[config.mk]
export PLATFORM = sky130hd
export DESIGN_NAME = eth_rx_hdr_parser
export DESIGN_NICKNAME = d
export VERILOG_FILES = /design/src/rtl/eth_rx_hdr_parser.sv
export SDC_FILE = /design/constraint.sdc
export NUM_CORES = 1
export LEC_CHECK = 0
export CAP_MARGIN = 30
export CORE_AREA = 4 4 187 189
export CTS_BUF_LIST = sky130_fd_sc_hd__clkbuf_8
export DETAILED_ROUTE_END_ITERATION = 7
export DIE_AREA = 0 0 191 193
export GPL_TIMING_DRIVEN = 0
export PLACE_DENSITY = 0.94
export SKIP_CTS_REPAIR_TIMING = 1
export SLEW_MARGIN = 5
export SYNTH_ARGS = -nofsm -noshare
export SYNTH_HDL_FRONTEND = slang
export SYNTH_SLANG_ARGS = --single-unit
[constraint.sdc]
create_clock -name clk156 -period 49.5 [get_ports clk156]
set_clock_uncertainty 0.1 [all_clocks]
set_input_delay 9.9 -clock clk156 [delete_from_list [all_inputs] [get_ports clk156]]
set_output_delay 9.9 -clock clk156 [all_outputs]
set_load 0.1 [all_outputs]
[src/rtl/eth_rx_hdr_parser.sv]
// Ethernet II / IPv4 header parser on the 10G MAC RX AXI-Stream (64-bit, no backpressure).
// Walks the first five beats of each frame, captures the L2/L3 header fields into shadow
// registers, accumulates a saturating byte count and emits one registered descriptor on
// the cycle after each tlast beat, together with good/drop frame counters.
module eth_rx_hdr_parser #(
  parameter logic [47:0] LOCAL_MAC = 48'h000A35000001
) (
  input  logic        clk156,
  input  logic        eth_rst,
  input  logic        s_axis_rx_tvalid,
  input  logic [63:0] s_axis_rx_tdata,
  input  logic [7:0]  s_axis_rx_tkeep,
  input  logic        s_axis_rx_tlast,
  input  logic        s_axis_rx_tuser,
  output logic        hdr_valid,
  output logic [47:0] hdr_dst_mac,
  output logic [47:0] hdr_src_mac,
  output logic [15:0] hdr_ethertype,
  output logic [7:0]  hdr_ip_proto,
  output logic [31:0] hdr_src_ip,
  output logic [31:0] hdr_dst_ip,
  output logic [15:0] hdr_byte_cnt,
  output logic        hdr_mac_match,
  output logic        hdr_is_ipv4,
  output logic        hdr_good,
  output logic [31:0] frame_cnt,
  output logic [31:0] drop_cnt
);

  localparam logic [47:0] BCAST_MAC   = '1;
  localparam logic [15:0] ETYPE_IPV4  = 16'h0800;
  localparam logic [15:0] MIN_ETH_LEN = 16'd14;
  localparam logic [15:0] MIN_IP_LEN  = 16'd34;

  // Beat position within the frame; beat n carries wire bytes 8n..8n+7.
  typedef enum logic [2:0] {
    BEAT0,
    HDR1,
    HDR2,
    HDR3,
    HDR4,
    PAYLOAD
  } state_t;

  state_t state_q, state_d;

  // Shadow header fields for the frame in flight.
  logic [47:0] dst_q,   dst_d;
  logic [47:0] src_q,   src_d;
  logic [15:0] etype_q, etype_d;
  logic [3:0]  ipver_q, ipver_d;
  logic [7:0]  proto_q, proto_d;
  logic [31:0] sip_q,   sip_d;
  logic [31:0] dip_q,   dip_d;
  logic [15:0] cnt_q,   cnt_d;

  // Registered descriptor and counters.
  logic        valid_q;
  logic [47:0] out_dst_q;
  logic [47:0] out_src_q;
  logic [15:0] out_etype_q;
  logic [7:0]  out_proto_q;
  logic [31:0] out_sip_q;
  logic [31:0] out_dip_q;
  logic [15:0] out_cnt_q;
  logic        out_match_q;
  logic        out_ipv4_q;
  logic        out_good_q;
  logic [31:0] frame_cnt_q;
  logic [31:0] drop_cnt_q;

  logic [3:0]  keep_pop;
  logic [15:0] cnt_base;
  logic [16:0] cnt_sum;
  logic        end_beat;
  logic        desc_match;
  logic        desc_ipv4;
  logic        desc_good;

  assign end_beat = s_axis_rx_tvalid & s_axis_rx_tlast;

  // Number of enabled bytes in the current beat (tkeep need not be contiguous).
  always_comb begin
    keep_pop = '0;
    for (int unsigned i = 0; i < 8; i++) begin
      keep_pop = keep_pop + {3'b000, s_axis_rx_tkeep[i]};
    end
  end

  // Running byte count; restarts on the first beat of a frame and saturates at all-ones.
  always_comb begin
    cnt_base = (state_q == BEAT0) ? '0 : cnt_q;
    cnt_sum  = {1'b0, cnt_base} + {13'b0, keep_pop};
    cnt_d    = cnt_q;
    if (s_axis_rx_tvalid) begin
      cnt_d = cnt_sum[16] ? '1 : cnt_sum[15:0];
    end
  end

  // Next beat position and shadow field capture for each valid beat.
  always_comb begin
    state_d = state_q;
    dst_d   = dst_q;
    src_d   = src_q;
    etype_d = etype_q;
    ipver_d = ipver_q;
    proto_d = proto_q;
    sip_d   = sip_q;
    dip_d   = dip_q;
    if (s_axis_rx_tvalid) begin
      unique case (state_q)
        BEAT0: begin
          // The first beat also clears every field a short frame might never reach.
          dst_d   = {s_axis_rx_tdata[7:0],   s_axis_rx_tdata[15:8],
                     s_axis_rx_tdata[23:16], s_axis_rx_tdata[31:24],
                     s_axis_rx_tdata[39:32], s_axis_rx_tdata[47:40]};
          src_d   = {s_axis_rx_tdata[55:48], s_axis_rx_tdata[63:56], 32'h0};
          etype_d = '0;
          ipver_d = '0;
          proto_d = '0;
          sip_d   = '0;
          dip_d   = '0;
          state_d = HDR1;
        end
        HDR1: begin
          src_d[31:0] = {s_axis_rx_tdata[7:0],   s_axis_rx_tdata[15:8],
                         s_axis_rx_tdata[23:16], s_axis_rx_tdata[31:24]};
          etype_d     = {s_axis_rx_tdata[39:32], s_axis_rx_tdata[47:40]};
          ipver_d     = s_axis_rx_tdata[55:52];
          state_d     = HDR2;
        end
        HDR2: begin
          proto_d = s_axis_rx_tdata[63:56];
          state_d = HDR3;
        end
        HDR3: begin
          sip_d   = {s_axis_rx_tdata[23:16], s_axis_rx_tdata[31:24],
                     s_axis_rx_tdata[39:32], s_axis_rx_tdata[47:40]};
          dip_d   = {s_axis_rx_tdata[55:48], s_axis_rx_tdata[63:56], 16'h0};
          state_d = HDR4;
        end
        HDR4: begin
          dip_d[15:0] = {s_axis_rx_tdata[7:0], s_axis_rx_tdata[15:8]};
          state_d     = PAYLOAD;
        end
        PAYLOAD: state_d = PAYLOAD;
        default: state_d = BEAT0;
      endcase
      if (s_axis_rx_tlast) begin
        state_d = BEAT0;
      end
    end
  end

  // Classification uses the next-state shadow so the tlast beat's own bytes are included.
  always_comb begin
    desc_match = (dst_d == LOCAL_MAC) || (dst_d == BCAST_MAC);
    desc_ipv4  = (etype_d == ETYPE_IPV4) && (ipver_d == 4'h4) && (cnt_d >= MIN_IP_LEN);
    desc_good  = s_axis_rx_tuser && (cnt_d >= MIN_ETH_LEN);
  end

  // Beat position and shadow header registers.
  always_ff @(posedge clk156 or posedge eth_rst) begin
    if (eth_rst) begin
      state_q <= BEAT0;
      dst_q   <= '0;
      src_q   <= '0;
      etype_q <= '0;
      ipver_q <= '0;
      proto_q <= '0;
      sip_q   <= '0;
      dip_q   <= '0;
      cnt_q   <= '0;
    end else begin
      state_q <= state_d;
      dst_q   <= dst_d;
      src_q   <= src_d;
      etype_q <= etype_d;
      ipver_q <= ipver_d;
      proto_q <= proto_d;
      sip_q   <= sip_d;
      dip_q   <= dip_d;
      cnt_q   <= cnt_d;
    end
  end

  // Descriptor is loaded on the tlast beat and held until the next one; counters wrap.
  always_ff @(posedge clk156 or posedge eth_rst) begin
    if (eth_rst) begin
      valid_q     <= 1'b0;
      out_dst_q   <= '0;
      out_src_q   <= '0;
      out_etype_q <= '0;
      out_proto_q <= '0;
      out_sip_q   <= '0;
      out_dip_q   <= '0;
      out_cnt_q   <= '0;
      out_match_q <= 1'b0;
      out_ipv4_q  <= 1'b0;
      out_good_q  <= 1'b0;
      frame_cnt_q <= '0;
      drop_cnt_q  <= '0;
    end else begin
      valid_q <= end_beat;
      if (end_beat) begin
        out_dst_q   <= dst_d;
        out_src_q   <= src_d;
        out_etype_q <= etype_d;
        out_proto_q <= proto_d;
        out_sip_q   <= sip_d;
        out_dip_q   <= dip_d;
        out_cnt_q   <= cnt_d;
        out_match_q <= desc_match;
        out_ipv4_q  <= desc_ipv4;
        out_good_q  <= desc_good;
        if (desc_good) begin
          frame_cnt_q <= frame_cnt_q + 32'd1;
        end else begin
          drop_cnt_q  <= drop_cnt_q + 32'd1;
        end
      end
    end
  end

  assign hdr_valid     = valid_q;
  assign hdr_dst_mac   = out_dst_q;
  assign hdr_src_mac   = out_src_q;
  assign hdr_ethertype = out_etype_q;
  assign hdr_ip_proto  = out_proto_q;
  assign hdr_src_ip    = out_sip_q;
  assign hdr_dst_ip    = out_dip_q;
  assign hdr_byte_cnt  = out_cnt_q;
  assign hdr_mac_match = out_match_q;
  assign hdr_is_ipv4   = out_ipv4_q;
  assign hdr_good      = out_good_q;
  assign frame_cnt     = frame_cnt_q;
  assign drop_cnt      = drop_cnt_q;

endmodule

==> impl_results.html <==
<table>
<tr><th>Metric</th><th>Value</th></tr>
<tr><th colspan="2">Run status</th></tr>
<tr><td>Run status</td><td>completed</td></tr>
<tr><th colspan="2">Synth</th></tr>
<tr><td>Number of flip-flops and latches in the synthesized netlist</td><td>approximately 480</td></tr>
<tr><td>Post-synthesis net count</td><td>1920</td></tr>
<tr><td>Synth top area cells</td><td>sky130_fd_sc_hd__dfrtp_1 (61%), sky130_fd_sc_hd__nand2_1 (9.6%), sky130_fd_sc_hd__a22o_1 (4.2%)</td></tr>
<tr><td>Cell variety after synth</td><td>64</td></tr>
<tr><td>FFs w/ async S/R, synth</td><td>between 90% and 100%</td></tr>
<tr><td>Prevailing post-synth register cell</td><td>sky130_fd_sc_hd__dfrtp_1</td></tr>
<tr><td>Yosys top cell area share</td><td>61.2%</td></tr>
<tr><td>Syn Inst Count</td><td>1830</td></tr>
<tr><td>Synthesized area per cell</td><td>about 11 sq um</td></tr>
<tr><td>Synth warnings</td><td>0</td></tr>
<tr><td>Largest area contributor in the synthesized netlist</td><td>sky130_fd_sc_hd__dfrtp_1</td></tr>
<tr><td>Post-synth EDFFs</td><td>0</td></tr>
<tr><td>Netlist area before placement</td><td>19400 sq um</td></tr>
<tr><td>Seq/Total Area, Yosys</td><td>approximately 61%</td></tr>
<tr><th colspan="2">Clock tree</th></tr>
<tr><td>CTS tree</td><td>yes</td></tr>
<tr><td>TritonCTS Sinks</td><td>roughly 480</td></tr>
<tr><td>Clk_lat worst skew</td><td>0.61 ns</td></tr>
<tr><td>Root Driver</td><td>sky130_fd_sc_hd__clkbuf_8</td></tr>
<tr><td>CTS Buf Count</td><td>75</td></tr>
<tr><td>Clock edge transition at the registers on the reported setup and hold paths</td><td>0.06 ns</td></tr>
<tr><td>Buffer levels on the longest clock path</td><td>3</td></tr>
<tr><td>H-tree lvl count</td><td>3</td></tr>
<tr><th colspan="2">Job</th></tr>
<tr><td>Maximum Capacitance Violations</td><td>0</td></tr>
<tr><th colspan="2">Placement</th></tr>
<tr><td>Dpl cell area</td><td>about 24000 sq um</td></tr>
<tr><td>Placer's final routability congestion estimate</td><td>approximately 0.9</td></tr>
<tr><td>Post-Place Cells</td><td>around 2600</td></tr>
<tr><td>Port Buf Inserts</td><td>343</td></tr>
<tr><td>Final HPWL from detailed placement</td><td>roughly 45 mm</td></tr>
<tr><td>Pre-CTS WS</td><td>approximately 33 ns</td></tr>
<tr><th colspan="2">Floorplanning</th></tr>
<tr><td>Initial Util</td><td>roughly 58%</td></tr>
<tr><td>Rows</td><td>67</td></tr>
<tr><td>Total Die Area</td><td>approximately 37000 sq um</td></tr>
<tr><td>Core area</td><td>around 33000 sq um</td></tr>
<tr><td>Chip height</td><td>about 190 um</td></tr>
<tr><td>IO Count</td><td>roughly 350</td></tr>
<tr><td>Die Span X</td><td>between 150 and 200 um</td></tr>
<tr><th colspan="2">Power and ir drop</th></tr>
<tr><td>Register share of total power</td><td>between 30% and 40%</td></tr>
<tr><td>Pwr per Cell Area</td><td>~54 nW/um^2</td></tr>
<tr><td>Power dissipated by switching net loads</td><td>between 0.0006 and 0.0007 W</td></tr>
<tr><td>Cell-internal power</td><td>around 0.00077 W</td></tr>
<tr><td>Combinational group share of total power</td><td>40.0%</td></tr>
<tr><td>Switching fraction of total power</td><td>between 40 and 50%</td></tr>
<tr><td>Total power</td><td>around 0.0014 W</td></tr>
<tr><td>Static Leak</td><td>between 10 and 15 nW</td></tr>
<tr><td>VDD IR-drop max</td><td>about 0.000054 V</td></tr>
<tr><td>Share of total power in the clock network</td><td>about 24%</td></tr>
<tr><th colspan="2">Setup path</th></tr>
<tr><td>Critical Path Start Type</td><td>input port</td></tr>
<tr><td>Endpoint class of the critical path</td><td>flip-flop</td></tr>
<tr><td>Crit path required time</td><td>around 50 ns</td></tr>
<tr><td>Critical path origin</td><td>s_axis_rx_tkeep[0]</td></tr>
<tr><td>Kind of critical path</td><td>input port to flip-flop</td></tr>
<tr><td>Critical Path AT</td><td>~16 ns</td></tr>
<tr><td>Worst-path maximum fanout</td><td>10</td></tr>
<tr><td>Critical R2R Launch</td><td>state_q[0]</td></tr>
<tr><th colspan="2">Final layout</th></tr>
<tr><td>Final cell area excluding filler cells</td><td>between 20000 and 30000 sq um</td></tr>
<tr><td>Area taken by multi-input logic gates</td><td>between 6000 and 7000 sq um</td></tr>
<tr><td>Share of post-route cells with drive strength above 1</td><td>8.73%</td></tr>
<tr><td>Count of non-filler cells in the finished layout</td><td>approximately 2800</td></tr>
<tr><td>Footprint of the flip-flops and latches</td><td>about 12000 sq um</td></tr>
<tr><td>Fill count</td><td>between 1500 and 2000</td></tr>
<tr><td>Area growth from synthesis to layout</td><td>32.4%</td></tr>
<tr><td>Net total in the final layout</td><td>between 2000 and 2500</td></tr>
<tr><th colspan="2">GRT</th></tr>
<tr><td>Global-route met1 utilization</td><td>42.7%</td></tr>
<tr><td>Pin count of the biggest net entering global routing</td><td>about 140</td></tr>
<tr><td>Residual overflow from global routing</td><td>0</td></tr>
<tr><td>Met3 usage in global routing</td><td>under 10%</td></tr>
<tr><td>Most utilized layer in the global route result</td><td>met2</td></tr>
<tr><td>Global-route track usage on met2</td><td>58.2%</td></tr>
<tr><td>Global-route usage over all layers</td><td>about 35%</td></tr>
<tr><td>Vias in the first global route</td><td>between 15000 and 20000</td></tr>
<tr><td>First-pass GRT wire length</td><td>between 90 and 100 mm</td></tr>
<tr><td>Number of antenna violations at the first check in global routing</td><td>1</td></tr>
<tr><th colspan="2">Timing</th></tr>
<tr><td>Top achievable clock speed</td><td>63.1 MHz</td></tr>
<tr><td>Period Utilization, post-route</td><td>approximately a third</td></tr>
<tr><td>Actual slew at the worst max-slew pin</td><td>about 1.1 ns</td></tr>
<tr><td>Crit path time final</td><td>approximately 16 ns</td></tr>
<tr><td>Count of endpoints failing hold in the final timing report</td><td>0</td></tr>
<tr><td>Final setup viols</td><td>0</td></tr>
<tr><td>Setup repair after global routing missed its margin</td><td>false</td></tr>
<tr><td>Number of pins exceeding their max-slew limit in the final report</td><td>0</td></tr>
<tr><td>Final setup TNS</td><td>0 ns</td></tr>
<tr><td>Final WS setup</td><td>between 30 and 40 ns</td></tr>
<tr><td>Max-slew headroom at the worst pin</td><td>about 29%</td></tr>
<tr><th colspan="2">Hold path</th></tr>
<tr><td>Source of the worst hold timing path</td><td>frame_cnt[31]</td></tr>
<tr><td>Path category of the worst min-delay check</td><td>flip-flop to flip-flop</td></tr>
<tr><th colspan="2">Detailed routing</th></tr>
<tr><td>Starting DRC count in detailed routing</td><td>approximately 1600</td></tr>
<tr><td>Routed WL</td><td>~64 mm</td></tr>
<tr><td>Via density per instance</td><td>6.05</td></tr>
<tr><td>Remaining number of nets flagged by the antenna check after routing</td><td>0</td></tr>
<tr><td>Number of remaining DRC errors</td><td>0</td></tr>
<tr><td>Number of optimization iterations in the first detailed-route pass</td><td>6</td></tr>
<tr><td>Vias</td><td>between 15000 and 20000</td></tr>
<tr><td>Average wire per standard cell</td><td>about 23 um</td></tr>
</table>
-- placed cells by master, fill, tap and decap left out, drive strengths merged, types with 6 or more instances in the layout --
| cell | count |
|---|---|
| mux2i | 49 |
| and2 | 8 |
| nand3 | 40 |
| nand2 | 496 |
| o21ai | 104 |
| dfrtp | 475 |
| buf | 56 |
| clkinv | 17 |
| a21oi | 10 |
| a22o | 94 |
| or3 | 6 |
| clkbuf | 175 |
| nor2 | 38 |
| clkdlybuf4s50 | 343 |
| a31oi | 9 |
| and3 | 10 |
| mux2 | 37 |
| xor2 | 37 |
| nor4 | 34 |
| inv | 104 |
| xnor2 | 34 |
| ha | 8 |
| a22oi | 11 |
| nor3 | 31 |
| nand4 | 40 |
-- power groups by stage --
stage                     Combinational, W  Sequential [W]  Clock (W)
after floorplan                   0.000131        0.000734          0
after global routing              0.000572        0.000496   0.000356
after CTS                         0.000547        0.000490   0.000336
final                             0.000551        0.000492   0.000334
after detailed placement          0.000542        0.000495          0
after global placement            0.000505        0.000492          0
-- area by class of cell --
type                            instances  area share, %
Sequential cell                       475           46.2
Clock inverter                         39          0.769
Timing Repair Buffer                  374           16.5
Multi-Input combinational cell       1166           26.5
Tap cell                              448           2.18
Inverter                               83           1.24
Antenna cell                            1        0.00973
Buffer                                106           1.64
Clock buffer                           94           5.03
-- registers in the layout, summed over array words and instances (netlist names), 3 cells and up --
name and cells:
dst_q 48, cnt_q 16, proto_q 8, dip_q 32, hdr_src_ip 32, hdr_ethertype 16
hdr_dst_ip 32, ipver_q 4, hdr_dst_mac 48, frame_cnt 32, src_q 48, sip_q 32
drop_cnt 32, etype_q 16, hdr_byte_cnt 16, state_q 3, hdr_src_mac 48, hdr_ip_proto 8
-- final timing paths --
| path | endpoint | slack [ns] | depth (start not counted) |
|---|---|---|---|
| max in group asynchronous | hdr_byte_cnt[14] | 37.91 | 4 |
| worst min register to register | frame_cnt[31] | 0.37 | 1 |
| min in group asynchronous | src_q[11] | 9.71 | 2 |
| worst max register to register | frame_cnt[30] | 42.36 | 19 |
| worst min-delay path | frame_cnt[31] | 0.37 | 1 |
| worst max-delay path | frame_cnt[30] | 33.65 | 17 |
-- critical path, cell delays in order --
cell and delay, ns:
sky130_fd_sc_hd__clkdlybuf4s50_1 0.45, sky130_fd_sc_hd__fa_1 0.56, sky130_fd_sc_hd__inv_1 0.07, sky130_fd_sc_hd__fa_1 0.48
sky130_fd_sc_hd__fa_1 0.53, sky130_fd_sc_hd__fa_1 0.22, sky130_fd_sc_hd__inv_1 0.06, sky130_fd_sc_hd__fa_1 0.44
sky130_fd_sc_hd__a211oi_2 0.47, sky130_fd_sc_hd__nor2_1 0.27, sky130_fd_sc_hd__nand3_1 0.43, sky130_fd_sc_hd__a31oi_1 0.27
sky130_fd_sc_hd__a2111o_1 0.48, sky130_fd_sc_hd__o41ai_2 0.71, sky130_fd_sc_hd__clkbuf_1 0.50, sky130_fd_sc_hd__nor3_1 0.15
sky130_fd_sc_hd__xor2_1 0.19
-- layer usage --
metal  part of all wire [%]  vias up
met5                      0        -
met4                    4.7        0
met3                     10      240
met2                     49     1113
met1                     36     8364
li1                       -     7127
-- through the flow --
| stage | hold WS, ns | utilization (%) |
|---|---|---|
| after CTS | 0.371 | 77.1 |
| after global routing | 0.389 | 77.3 |
| after detailed placement | 0.362 | 72.6 |
| final | 0.368 | 77.3 |
| after global placement | 0.356 | 70.4 |
| after floorplan | 0.341 | - |
-- cells by family after synthesis --
logic type,share of synthesized area [%]
AO/OA/AOI/OAI,9.70
XOR/XNOR,3.20
adder cells (fa/ha/maj),1.03
buffers and inverters,3.77
flip-flops,61.2
multiplexers,4.67
AND/OR/NAND/NOR,16.4
-- synthesized netlist by cell type (7+ instances only) --
cell and number:
sky130_fd_sc_hd__xnor2_1 34, sky130_fd_sc_hd__buf_2 7, sky130_fd_sc_hd__mux2_2 37, sky130_fd_sc_hd__xor2_1 37, sky130_fd_sc_hd__a31oi_1 9, sky130_fd_sc_hd__a22o_1 94
sky130_fd_sc_hd__nand3_1 40, sky130_fd_sc_hd__o21ai_0 104, sky130_fd_sc_hd__nor4_1 33, sky130_fd_sc_hd__buf_1 17, sky130_fd_sc_hd__ha_1 8, sky130_fd_sc_hd__nand4_1 40
sky130_fd_sc_hd__a21oi_1 10, sky130_fd_sc_hd__dfrtp_1 475, sky130_fd_sc_hd__mux2i_1 49, sky130_fd_sc_hd__nor3_1 30, sky130_fd_sc_hd__and2_1 8, sky130_fd_sc_hd__and3_1 9
sky130_fd_sc_hd__a22oi_1 11, sky130_fd_sc_hd__inv_1 82, sky130_fd_sc_hd__nor2_1 38, sky130_fd_sc_hd__nand2_1 496, sky130_fd_sc_hd__clkbuf_1 80
No activity file was read; power rests on OpenSTA's default activity.
